### src/rtl/prog_counter_pkg.sv
// prog_counter_pkg: shared types for the programmable counter.
//   cnt_mode_e : counting mode encoding carried on the 2-bit mode port.
//   os_state_e : one-shot run state (IDLE / RUN / DONE).
package prog_counter_pkg;

  typedef enum logic [1:0] {
    CNT_WRAP    = 2'b00,
    CNT_SAT     = 2'b01,
    CNT_ONESHOT = 2'b10,
    CNT_RSVD    = 2'b11
  } cnt_mode_e;

  typedef enum logic [1:0] {
    OS_IDLE = 2'b00,
    OS_RUN  = 2'b01,
    OS_DONE = 2'b10
  } os_state_e;

endpackage

### src/rtl/prog_counter.sv
// prog_counter: up/down counter over 0..limit with wrap, saturate and
// one-shot modes, synchronous clear/load, and a registered terminal-count
// pulse.
//   clk, rst_n : clock, async active-low reset
//   clr, load  : synchronous clear to start value / load of load_val
//   load_val   : value to load (clamped to limit)
//   start      : arms a one-shot run (mode 10 only)
//   en, dir    : step enable, direction (0 up, 1 down)
//   mode       : 00 wrap, 01 saturate, 10 one-shot, 11 as wrap
//   limit      : run-time modulus, counts span 0..limit
//   count, tc  : current count, one-cycle terminal-count pulse
//   busy, done : one-shot FSM is RUN / DONE
module prog_counter
  import prog_counter_pkg::*;
#(
  parameter int WIDTH = 8
) (
  input  logic             clk,
  input  logic             rst_n,
  input  logic             clr,
  input  logic             load,
  input  logic [WIDTH-1:0] load_val,
  input  logic             start,
  input  logic             en,
  input  logic             dir,
  input  logic [1:0]       mode,
  input  logic [WIDTH-1:0] limit,
  output logic [WIDTH-1:0] count,
  output logic             tc,
  output logic             busy,
  output logic             done
);

  logic [WIDTH-1:0] r_count;
  logic             r_tc;
  os_state_e        r_state;

  cnt_mode_e        w_mode;
  logic [WIDTH-1:0] w_term;
  logic [WIDTH-1:0] w_start;
  logic             w_wrap;
  logic             w_at_term;
  logic             w_oor;
  logic             w_step_ok;
  logic [WIDTH-1:0] w_nxt_count;
  logic             w_nxt_tc;
  os_state_e        w_nxt_state;

  always_comb begin
    w_mode      = cnt_mode_e'(mode);
    w_term      = dir ? '0 : limit;
    w_start     = dir ? limit : '0;
    w_wrap      = (w_mode == CNT_WRAP) || (w_mode == CNT_RSVD);
    w_at_term   = (r_count == w_term);
    // limit may drop below the current count at run time
    w_oor       = (r_count > limit);
    // one-shot only steps while running; other modes step on every en
    w_step_ok   = en && ((w_mode != CNT_ONESHOT) || (r_state == OS_RUN));

    w_nxt_count = r_count;
    w_nxt_state = r_state;
    w_nxt_tc    = 1'b0;

    if (clr) begin
      w_nxt_count = w_start;
      w_nxt_state = OS_IDLE;
    end else if (load) begin
      w_nxt_count = (load_val > limit) ? limit : load_val;
    end else if ((w_mode == CNT_ONESHOT) && start) begin
      w_nxt_count = w_start;
      w_nxt_state = OS_RUN;
    end else if (w_step_ok) begin
      if (w_oor)
        w_nxt_count = w_term;
      else if (w_at_term)
        w_nxt_count = w_wrap ? w_start : r_count;
      else if (dir)
        w_nxt_count = r_count - WIDTH'(1);
      else
        w_nxt_count = r_count + WIDTH'(1);
      // sitting at T only re-pulses in wrap mode (covers limit=0 wrap)
      w_nxt_tc = (w_nxt_count == w_term) && (w_wrap || !w_at_term);
      if ((w_mode == CNT_ONESHOT) && (w_nxt_count == w_term))
        w_nxt_state = OS_DONE;
    end
  end

  always_ff @(posedge clk or negedge rst_n) begin
    if (!rst_n) begin
      r_count <= '0;
      r_tc    <= 1'b0;
      r_state <= OS_IDLE;
    end else begin
      r_count <= w_nxt_count;
      r_tc    <= w_nxt_tc;
      r_state <= w_nxt_state;
    end
  end

  assign count = r_count;
  assign tc    = r_tc;
  assign busy  = (r_state == OS_RUN);
  assign done  = (r_state == OS_DONE);

endmodule

### config.mk
export PLATFORM = sky130hd
export DESIGN_NAME = prog_counter
export DESIGN_NICKNAME = d
export VERILOG_FILES = /design/src/rtl/prog_counter_pkg.sv /design/src/rtl/prog_counter.sv
export SDC_FILE = /design/constraint.sdc
export NUM_CORES = 1
export LEC_CHECK = 0
export ABC_AREA = 1
export BUFFER_PORTS_ARGS = -buffer_cell sky130_fd_sc_hd__buf_2
export CORE_MARGIN = 3
export CORE_UTILIZATION = 35
export CTS_CLUSTER_SIZE = 40
export DETAILED_ROUTE_END_ITERATION = 6
export SLEW_MARGIN = 20
export SYNTH_ARGS = -nofsm -noshare
export SYNTH_HDL_FRONTEND = slang
export SYNTH_SLANG_ARGS = --single-unit
### constraint.sdc
create_clock -name clk -period 5 [get_ports clk]
set_input_delay 0.5 -clock clk [delete_from_list [all_inputs] [get_ports clk]]
set_output_delay 0.5 -clock clk [all_outputs]
set_load 0.03 [all_outputs]
==> results by group <==
Setup path
  • Worst Path Required: 5.14 ns
  • CP most frequent cell: nand2_1
  • Crit Path Max Fanout: 23
  • Slowest-stage cell, CP: nand2_1
  • Worst-path cell chain: ha_1, a21oi_1, o21a_1, nand2_1, nand2_1, clkinv_1, a21oi_1, a21oi_1, o21ai_0, nand3_1, nand2_1, nand2_1
  • Setup Crit Path Kind: flop to flop
  • Crit path arrival time: 3.16 ns
  • Max incr delay on CP: 0.52 ns
  • Critical path endpoint category: flop
  • Worst Setup Start Kind: flop
  • Reg2Reg Setup Slack: 1.98 ns

Synthesis
  • Top-count cell post-synth: nand2_1
  • Number of flops mapped to enable cells by yosys: 0
  • Post-Syn Nets: 438
  • Post-synth top area share: 0.235
  • Area contributors post-synth: nand2_1, ha_1, dfrtp_1
  • Post-synth top flop: dfrtp_1
  • Post-synthesis cell type count: 28
  • Syn avg cell area: 5.62 sq um
  • Post-synth top area cell: nand2_1
  • FF+latch count, synth: 11
  • Seq/Total Area, Yosys: 0.126
  • Synth cell count leaders: nand2_1, inv_1, o21ai_0, a21oi_1, nand3_1
  • Synth warnings: 0
  • Mapped Area: 2190 sq um
  • Asr flop ratio synth: 1.00
  • Synth Instances: 389

Power
  • PwrDens: 253 nW/um^2
  • Leakage: 1.43 nW
  • Peak supply drop: 0.104 mV

STA
  • Worst slew pin tran: 0.709 ns
  • Achievable clock frequency: 0.331 GHz
  • Setup total negative slack: 0 ns
  • # setup viols final: 0
  • Max-slew violation count: 0
  • Clk_skew: 0.000847 ns
  • RSZ-0062 raised after global routing: false
  • Relative slew slack: 0.526
  • Setup ws final: 1.98 ns
  • Period utilization: 0.603
  • Final hold violation count: 0
  • Period minus WS final: 3.02 ns

Global route
  • Largest net degree at the start of global routing: 24
  • Initial antenna violation count: 0
  • GR Overflow Total: 0
  • Vias in the first global route: 2,334
  • Global-route wire length before repair: 10,800 um
  • Total track usage: 0.181

Clock tree
  • TritonCTS clock tree: done
  • Worst-path clk slew: 0.06 ns
  • Root buffer cell: clkbuf_8
  • Worst-Skew Late Latency: 0.25 ns
  • Post-CTS Hold Buffers: 0
  • CTS buffer count: 3
  • H-tree levels: 1
  • Post-CTS Setup Bufs: 0
  • Cts repair resizes: 0
  • Max Buffers Root-to-Sink: 2
  • Clk sinks: 11

Die
  • Area of the die: 7230 sq um
  • Chip Height: 85.0 um
  • Die Wd: 85.0 um
  • Initial Util: 0.365
  • Core area: 5990 sq um
  • FP Rows: 28
  • I/O pin cnt: 36

Run
  • Max Cap Violations: 0

Min path
  • Worst min-delay path category: primary input to asynchronous set/reset pin

Drt
  • Initial DRT Pass Iterations: 4
  • Drt wl/cell: 13.4 um
  • Total Wirelength: 6590 um
  • Residual DRC count: 0
  • Detail Route Antenna Nets: 0
  • Vias/cell: 5.25
  • 1st-iter DRT viols: 185
  • Vias post-DR: 2,590

Finish
  • P&R area growth vs syn: 12.2%
  • Antenna Cells: 0
  • Area of the multi-input gates: 1670 sq um
  • Share of cells above drive strength 1: 0.108
  • Fill cell count: 661
  • Fin area: 2450 sq um
  • Final net count: 468
  • Sequential cell area: 275 sq um

Place
  • Post-DP Area: 2410 sq um
  • PortBufs: 35
  • Final GP Congestion: 0.924
  • Dpl ws: 1.84 ns
  • DP Wirelength: 5300 um

Outcome
  • Outcome: completed
cell usage in the layout, fill, tap and decap left out, drive strengths merged:
cell type    n
nand3b       6
ha          23
a21oi       31
inv         52
nor2        24
nor4         1
o21ai       34
dfrtp       11
o21bai       1
o22ai        3
o211ai       6
clkbuf       4
o21a         1
nand2      141
fa           1
xnor2        3
nand4       11
xor2         1
buf         35
nand3       28
clkinv       1
worst max-delay path, delay by kind of cell, from the launching register on:
kind	cells	cell delay, ns
compound gates	5	0.80
fa+ha+maj	1	0.34
buf+inv	1	0.51
flops	1	0.48
simple gates	5	0.77
layer usage:
layer,vias to the layer above,wire [um],global-route usage
met2,82,2980,0.304
met4,0,70,0.0432
li1,1343,-,-
met3,5,347,0.00388
met1,1160,3200,0.256
met5,-,0,0
metrics by stage:
step                      power (W)  instances   util  hold WS, ns
final                      0.000621        493  0.410        0.121
after global routing       0.000687        493  0.410        0.138
after CTS                  0.000618        493  0.410        0.129
after detailed placement   0.000521        489  0.402        0.392
after global placement     0.000517        489  0.402        0.393
after floorplan            0.000418        389      -        0.204
cell families (layout without fill, tap and decap cells):
family	count (synthesis)	in the layout	synth area share
AOI/OAI and AO/OA	76	76	0.185
xor gates and xnor gates	4	4	0.0160
buffers and inverters	63	92	0.112
adders and majority gates	24	24	0.141
and+or+nand+nor	211	211	0.420
DFF	11	11	0.126
state kept, by name, indices dropped and copies added (netlist names):
name	count
r_state	2
count	8
tc	1
area by class of cell:
cell class / count / share of cell area
Clock buffer: 4 / 0.0184
Inverter: 53 / 0.0811
Multi-Input combinational cell: 315 / 0.679
Sequential cell: 11 / 0.112
Tap cell: 75 / 0.0382
Timing Repair Buffer: 35 / 0.0714
final timing paths:
check,depth (start not counted),end,startpoint
max in group asynchronous,1,count[4]$_DFFE_PN0P_,rst_n
hold / removal,1,count[3]$_DFFE_PN0P_,rst_n
hold reg to reg,2,r_state[0]$_DFFE_PN0P_,r_state[0]$_DFFE_PN0P_
setup reg to reg,12,count[7]$_DFFE_PN0P_,count[7]$_DFFE_PN0P_
min in group clk,2,r_state[0]$_DFFE_PN0P_,r_state[0]$_DFFE_PN0P_
setup / recovery,12,count[7]$_DFFE_PN0P_,count[7]$_DFFE_PN0P_
where the power goes:
group,total [W],internal [W],switching (W)
combinational,0.000399,0.000136,0.000262
clock,0.0000960,0.0000564,0.0000396
sequential,0.000127,0.0000999,0.0000269
No activity file was read; power rests on OpenSTA's default activity.
